$ cat src/rtl/fixed_point_mul_pipe.sv
// Pipelined signed fixed-point multiplier, Q(TOTAL_W-FRAC_W).FRAC_W format.
// The pipe has a valid/ready handshake, optional round-half-up and
// saturate-or-wrap. It flags overflow on every result and keeps a sticky copy.
// The whole pipe advances together; a downstream stall freezes every stage,
// including empty ones, so the latency is always exactly STAGES cycles.
// For STAGES >= 3 the stages are: operand register, product register(s),
// then a round/saturate output register. Shallower pipes fold these together.
module fixed_point_mul_pipe #(
    parameter int TOTAL_W  = 32,
    parameter int FRAC_W   = 16,
    parameter int STAGES   = 3,
    parameter int ROUND    = 0,
    parameter int SATURATE = 1
) (
    input  logic               clk,
    input  logic               rst_n,
    input  logic               in_valid,
    output logic               in_ready,
    input  logic [TOTAL_W-1:0] op1,
    input  logic [TOTAL_W-1:0] op2,
    output logic               out_valid,
    input  logic               out_ready,
    output logic [TOTAL_W-1:0] result,
    output logic               overflow,
    output logic               ovf_sticky,
    input  logic               ovf_clear
);

    // Registering the operands only pays off when there is room for a
    // separate product stage behind it.
    localparam int OPS_REG = (STAGES >= 3) ? 1 : 0;
    localparam int PROD_N  = STAGES - 1 - OPS_REG;
    localparam int PW      = 2 * TOTAL_W;

    logic                      adv_s;
    logic                      in_fire_s;
    logic                      ovf_set_s;
    logic [STAGES-1:0]         valid_r;
    logic signed [TOTAL_W-1:0] mul_a_s;
    logic signed [TOTAL_W-1:0] mul_b_s;
    logic signed [PW-1:0]      prod_s;
    logic signed [PW-1:0]      sat_in_s;
    logic [TOTAL_W:0]          sat_s;
    logic [TOTAL_W-1:0]        result_r;
    logic                      overflow_r;
    logic                      ovf_sticky_r;

    // Round the full-precision product and shift it down to the Q format.
    // Then range-check it and clamp or wrap it. Returns {ovf, result}.
    function automatic logic [TOTAL_W:0] round_sat(input logic signed [PW-1:0] p);
        logic signed [PW:0] rnd_v;
        logic signed [PW:0] ext_v;
        logic signed [PW:0] shr_v;
        logic signed [PW:0] max_v;
        logic signed [PW:0] min_v;
        logic               ovf_v;
        logic [TOTAL_W-1:0] res_v;
        rnd_v = '0;
        if (ROUND != 0) begin
            rnd_v[FRAC_W-1] = 1'b1;
        end else begin
            rnd_v = '0;
        end
        // One extra bit so the rounding add can never wrap.
        ext_v = $signed({p[PW-1], p}) + rnd_v;
        shr_v = ext_v >>> FRAC_W;
        max_v = '0;
        max_v[TOTAL_W-2:0] = '1;
        min_v = '1;
        min_v[TOTAL_W-2:0] = '0;
        ovf_v = (shr_v > max_v) || (shr_v < min_v);
        if (ovf_v && (SATURATE != 0)) begin
            res_v = shr_v[PW] ? {1'b1, {(TOTAL_W-1){1'b0}}} : {1'b0, {(TOTAL_W-1){1'b1}}};
        end else begin
            res_v = shr_v[TOTAL_W-1:0];
        end
        return {ovf_v, res_v};
    endfunction

    assign adv_s     = !valid_r[STAGES-1] || out_ready;
    assign in_fire_s = in_valid && adv_s;
    assign ovf_set_s = valid_r[STAGES-1] && out_ready && overflow_r;

    // Valid bits march with the pipe; a bubble occupies a stage like a token.
    always_ff @(posedge clk or negedge rst_n) begin
        if (!rst_n) begin
            valid_r <= '0;
        end else if (adv_s) begin
            valid_r[0] <= in_fire_s;
            for (int i = 1; i < STAGES; i++) begin
                valid_r[i] <= valid_r[i-1];
            end
        end
    end

    generate
        if (OPS_REG == 1) begin : g_ops_reg
            logic signed [TOTAL_W-1:0] op1_r;
            logic signed [TOTAL_W-1:0] op2_r;

            // Operand capture stage, keeps the input ports off the multiplier path.
            always_ff @(posedge clk or negedge rst_n) begin
                if (!rst_n) begin
                    op1_r <= '0;
                    op2_r <= '0;
                end else if (adv_s) begin
                    op1_r <= op1;
                    op2_r <= op2;
                end
            end

            assign mul_a_s = op1_r;
            assign mul_b_s = op2_r;
        end else begin : g_ops_direct
            assign mul_a_s = op1;
            assign mul_b_s = op2;
        end
    endgenerate

    // Full-width signed product, exact for every operand pair.
    assign prod_s = $signed({{TOTAL_W{mul_a_s[TOTAL_W-1]}}, mul_a_s})
                  * $signed({{TOTAL_W{mul_b_s[TOTAL_W-1]}}, mul_b_s});

    generate
        if (PROD_N > 0) begin : g_prod_pipe
            logic signed [PW-1:0] prod_r [PROD_N];

            // Product register plus any extra delay stages needed for the latency.
            always_ff @(posedge clk or negedge rst_n) begin
                if (!rst_n) begin
                    for (int i = 0; i < PROD_N; i++) begin
                        prod_r[i] <= '0;
                    end
                end else if (adv_s) begin
                    prod_r[0] <= prod_s;
                    for (int i = 1; i < PROD_N; i++) begin
                        prod_r[i] <= prod_r[i-1];
                    end
                end
            end

            assign sat_in_s = prod_r[PROD_N-1];
        end else begin : g_prod_direct
            assign sat_in_s = prod_s;
        end
    endgenerate

    // Round/saturate logic ahead of the output register.
    always_comb begin
        sat_s = round_sat(sat_in_s);
    end

    // Output register. It holds its value whenever the pipe is stalled.
    always_ff @(posedge clk or negedge rst_n) begin
        if (!rst_n) begin
            result_r   <= '0;
            overflow_r <= 1'b0;
        end else if (adv_s) begin
            result_r   <= sat_s[TOTAL_W-1:0];
            overflow_r <= sat_s[TOTAL_W];
        end
    end

    // Sticky overflow: set by an overflowing delivered result, which wins over clear.
    always_ff @(posedge clk or negedge rst_n) begin
        if (!rst_n) begin
            ovf_sticky_r <= 1'b0;
        end else if (ovf_set_s) begin
            ovf_sticky_r <= 1'b1;
        end else if (ovf_clear) begin
            ovf_sticky_r <= 1'b0;
        end
    end

    assign in_ready   = adv_s;
    assign out_valid  = valid_r[STAGES-1];
    assign result     = result_r;
    assign overflow   = overflow_r;
    assign ovf_sticky = ovf_sticky_r;

endmodule

$ cat config.mk
export PLATFORM = sky130hd
export DESIGN_NAME = fixed_point_mul_pipe
export DESIGN_NICKNAME = d
export VERILOG_FILES = /design/src/rtl/fixed_point_mul_pipe.sv
export SDC_FILE = /design/constraint.sdc
export NUM_CORES = 2
export LEC_CHECK = 0
export ABC_AREA = 1
export BUFFER_PORTS_ARGS = -buffer_cell sky130_fd_sc_hd__buf_2
export CORE_MARGIN = 10
export CORE_UTILIZATION = 60
export CTS_BUF_LIST = sky130_fd_sc_hd__clkbuf_16
export CTS_CLUSTER_SIZE = 14
export DETAILED_ROUTE_END_ITERATION = 10
export PLACE_DENSITY = 0.77
export SLEW_MARGIN = 20
export SYNTH_ARGS = -nofsm -noshare
export SYNTH_HDL_FRONTEND = slang
export SYNTH_SLANG_ARGS = --single-unit
$ cat constraint.sdc
create_clock -name clk -period 17.48 [get_ports clk]
set_input_delay 0 -clock clk [delete_from_list [all_inputs] [get_ports clk]]
set_output_delay 0 -clock clk [all_outputs]
set_load 0.02 [all_outputs]
==> impl_metrics.tcl <==
set metrics [dict create \
    status "finished clean" \
    ys_types 31 \
    holdBufCountCts 67 \
    finalHoldViolCount 0 \
    hold_class "in -> async" \
    place_congestion 1.00 \
    wl_mm 126 \
    synth_area_um2 44000 \
    r2r-end "g_prod_pipe.prod_r[53]" \
    finalSetupViolCount 0 \
    antenna_found_initial 2 \
    synth_seq_area_share 0.0847 \
    grt_overflow 0 \
    synth_edf_count 0 \
    async_reset_ff_frac 1.00 \
    drc 0 \
    worstReg2RegStart "g_ops_reg.op2_r[2]" \
    clock_latency_ps 510 \
    cp_max_fo 33 \
    crit_start "g_ops_reg.op2_r[2]" \
    initial_utilization 0.604 \
    fin_setup_tns_ps 0 \
    dieWidth_um 291 \
    clock_path_buffers 2 \
    cts_setup_buffers 0 \
    holdWs_ps 24.6 \
    cts_buffers 17 \
    worst_pin_slew_ps 1090 \
    io_buffers 104 \
    cts_tree "done" \
    rows 99 \
    worstPathArrival_ps 9050 \
    core_area_um2 72800 \
    worstRegToRegCells 26 \
    drive_gt1_frac 0.0411 \
    io_pins 105 \
    cts_resized 0 \
    grt_start_max_net_pins 83 \
    drt_first_pass_iters 8 \
    ys_warn_count 0 \
    die_y_um 291 \
    yosys.area.top_type "fa_1" \
    routedWlPerCell_um 19.2 \
    syn_inst 5584 \
    grt_pass1_vias 38404 \
    grt_pass1_wl_mm 207 \
    drv_cap 0 \
    antenna_left 0 \
    avgViaCountPerCell 5.34 \
    worstSetupEndpointType "flip-flop" \
    grt_setup_unrepaired "no" \
    die_area_um2 84600 \
    clock-root-buffer "clkbuf_16" \
    grtUsageTotal 0.311 \
    fmax_mhz 116 \
    yosys_most_used_dff "dfrtp_1" \
    reg2reg_slack_ps 8830 \
    critPathKind "reg -> reg" \
    nets 6890 \
    dp_cells 6433 \
    drtIter0Drc 3076 \
    avgSynthCellArea_um2 7.88 \
    clock_sinks 149 \
    clkTransAtPathRegs_ps 90 \
    relSlewSlack 0.271 \
    syn_to_final_growth_pct 5.60 \
    fin_cells 6533 \
    yosys-top-cells-area "fa_1, nand2_1, inv_1, dfrtp_1, ha_1" \
    htree_levels 4 \
    critPathLaunchType "flip-flop" \
    synthesis.nets 6914 \
    finalClockSkew_ps 27.0 \
    synth_most_common_cell "nand2_1" \
    synth_common_cells "nand2_1, inv_1, fa_1" \
    synth.top_cell.area_share 0.492 \
    hpwlAfterDp_mm 101 \
    maxSlewViolCount 0 \
    dr_total_vias 34890 \
    fin_crit_sh 0.495 \
    cp.required_ps 17880 \
    ys_seq_elements 149 \
    fin_crit_ps 8650 \
]
[sequential cells by signal (all words and copies together) (netlist names)]
name / count
g_prod_pipe.prod_r: 48
g_ops_reg.op2_r: 32
g_ops_reg.op1_r: 32
overflow: 1
ovf_sticky: 1
result: 32
valid_r: 3
[cell families after synthesis]
family / synth area share
AO/OA/AOI/OAI: 0.0236
XOR/XNOR: 0.00518
flip-flops: 0.0847
buffers and inverters: 0.167
AND/OR/NAND/NOR: 0.176
adder cells (fa/ha/maj): 0.543
[metal layers]
metal / vias up / global-route usage / share of wire
met3: 396 / 0.0520 / 0.086
met4: 2 / 0.138 / 0.048
li1: 15354 / - / -
met2: 1683 / 0.521 / 0.49
met1: 17455 / 0.394 / 0.38
met5: - / 0 / 0.00014
[placed cells by master, fill, tap and decap left out, types with 18 or more instances in the layout]
master	Yosys	layout
dlygate4sd3_1	0	67
dfrtp_1	149	146
fa_1	1081	1081
nand3_1	86	86
ha_1	180	180
o21ai_0	58	58
buf_2	7	103
nand2_1	1678	1678
a21oi_1	110	109
inv_1	1665	1664
buf_4	0	66
xnor2_1	18	18
nor2_1	165	164
[layout make-up]
type | count | area [um^2]
clock inverters | 15 | 183
well taps | 959 | 1200
repair buffers | 237 | 1690
inverters | 1678 | 6300
flip-flops and latches | 149 | 3730
fillers | 6198 | 26400
clock buffers | 17 | 425
multi-input cells | 3477 | 32900
diodes | 1 | 2.50
[critical path, stage by stage, from the launching register on]
cell	delay [ps]
dfrtp_1	1060
nand2_1	210
inv_1	180
fa_1	470
fa_1	500
fa_1	990
fa_1	730
inv_1	450
fa_1	620
inv_1	50
fa_1	530
inv_1	50
fa_1	470
inv_1	50
fa_1	450
ha_1	410
nand2_1	150
nor2_1	160
inv_1	70
nor2_1	240
nand2_1	110
nor4_1	180
nand2_1	120
nand3_1	80
nand2_1	50
nand3_1	80
nand2_1	60
[stage by stage]
stage                     utilization  setup WS [ps]  cell area (um^2)
after floorplan                     -          10210             44000
after global placement          0.620           9080             45200
after detailed placement        0.620           8870             45200
after CTS                       0.638           8820             46500
after global routing            0.638           8180             46500
final                           0.638           8830             46500
[worst max path at each step]
stage                             end  slack [ps]  cells past startpoint
4_1_cts        g_prod_pipe.prod_r[53]        8820                     26
2_1_floorplan  g_prod_pipe.prod_r[54]       10210                     30
5_1_grt        g_prod_pipe.prod_r[54]        8180                     26
3_5_place_dp   g_prod_pipe.prod_r[53]        8870                     26
3_3_place_gp   g_prod_pipe.prod_r[51]        9080                     26
6_report       g_prod_pipe.prod_r[53]        8830                     26
Power is left out: the tool's default activity adds up to more than one toggle a clock period on the data nets, which glitch-free logic cannot reach.
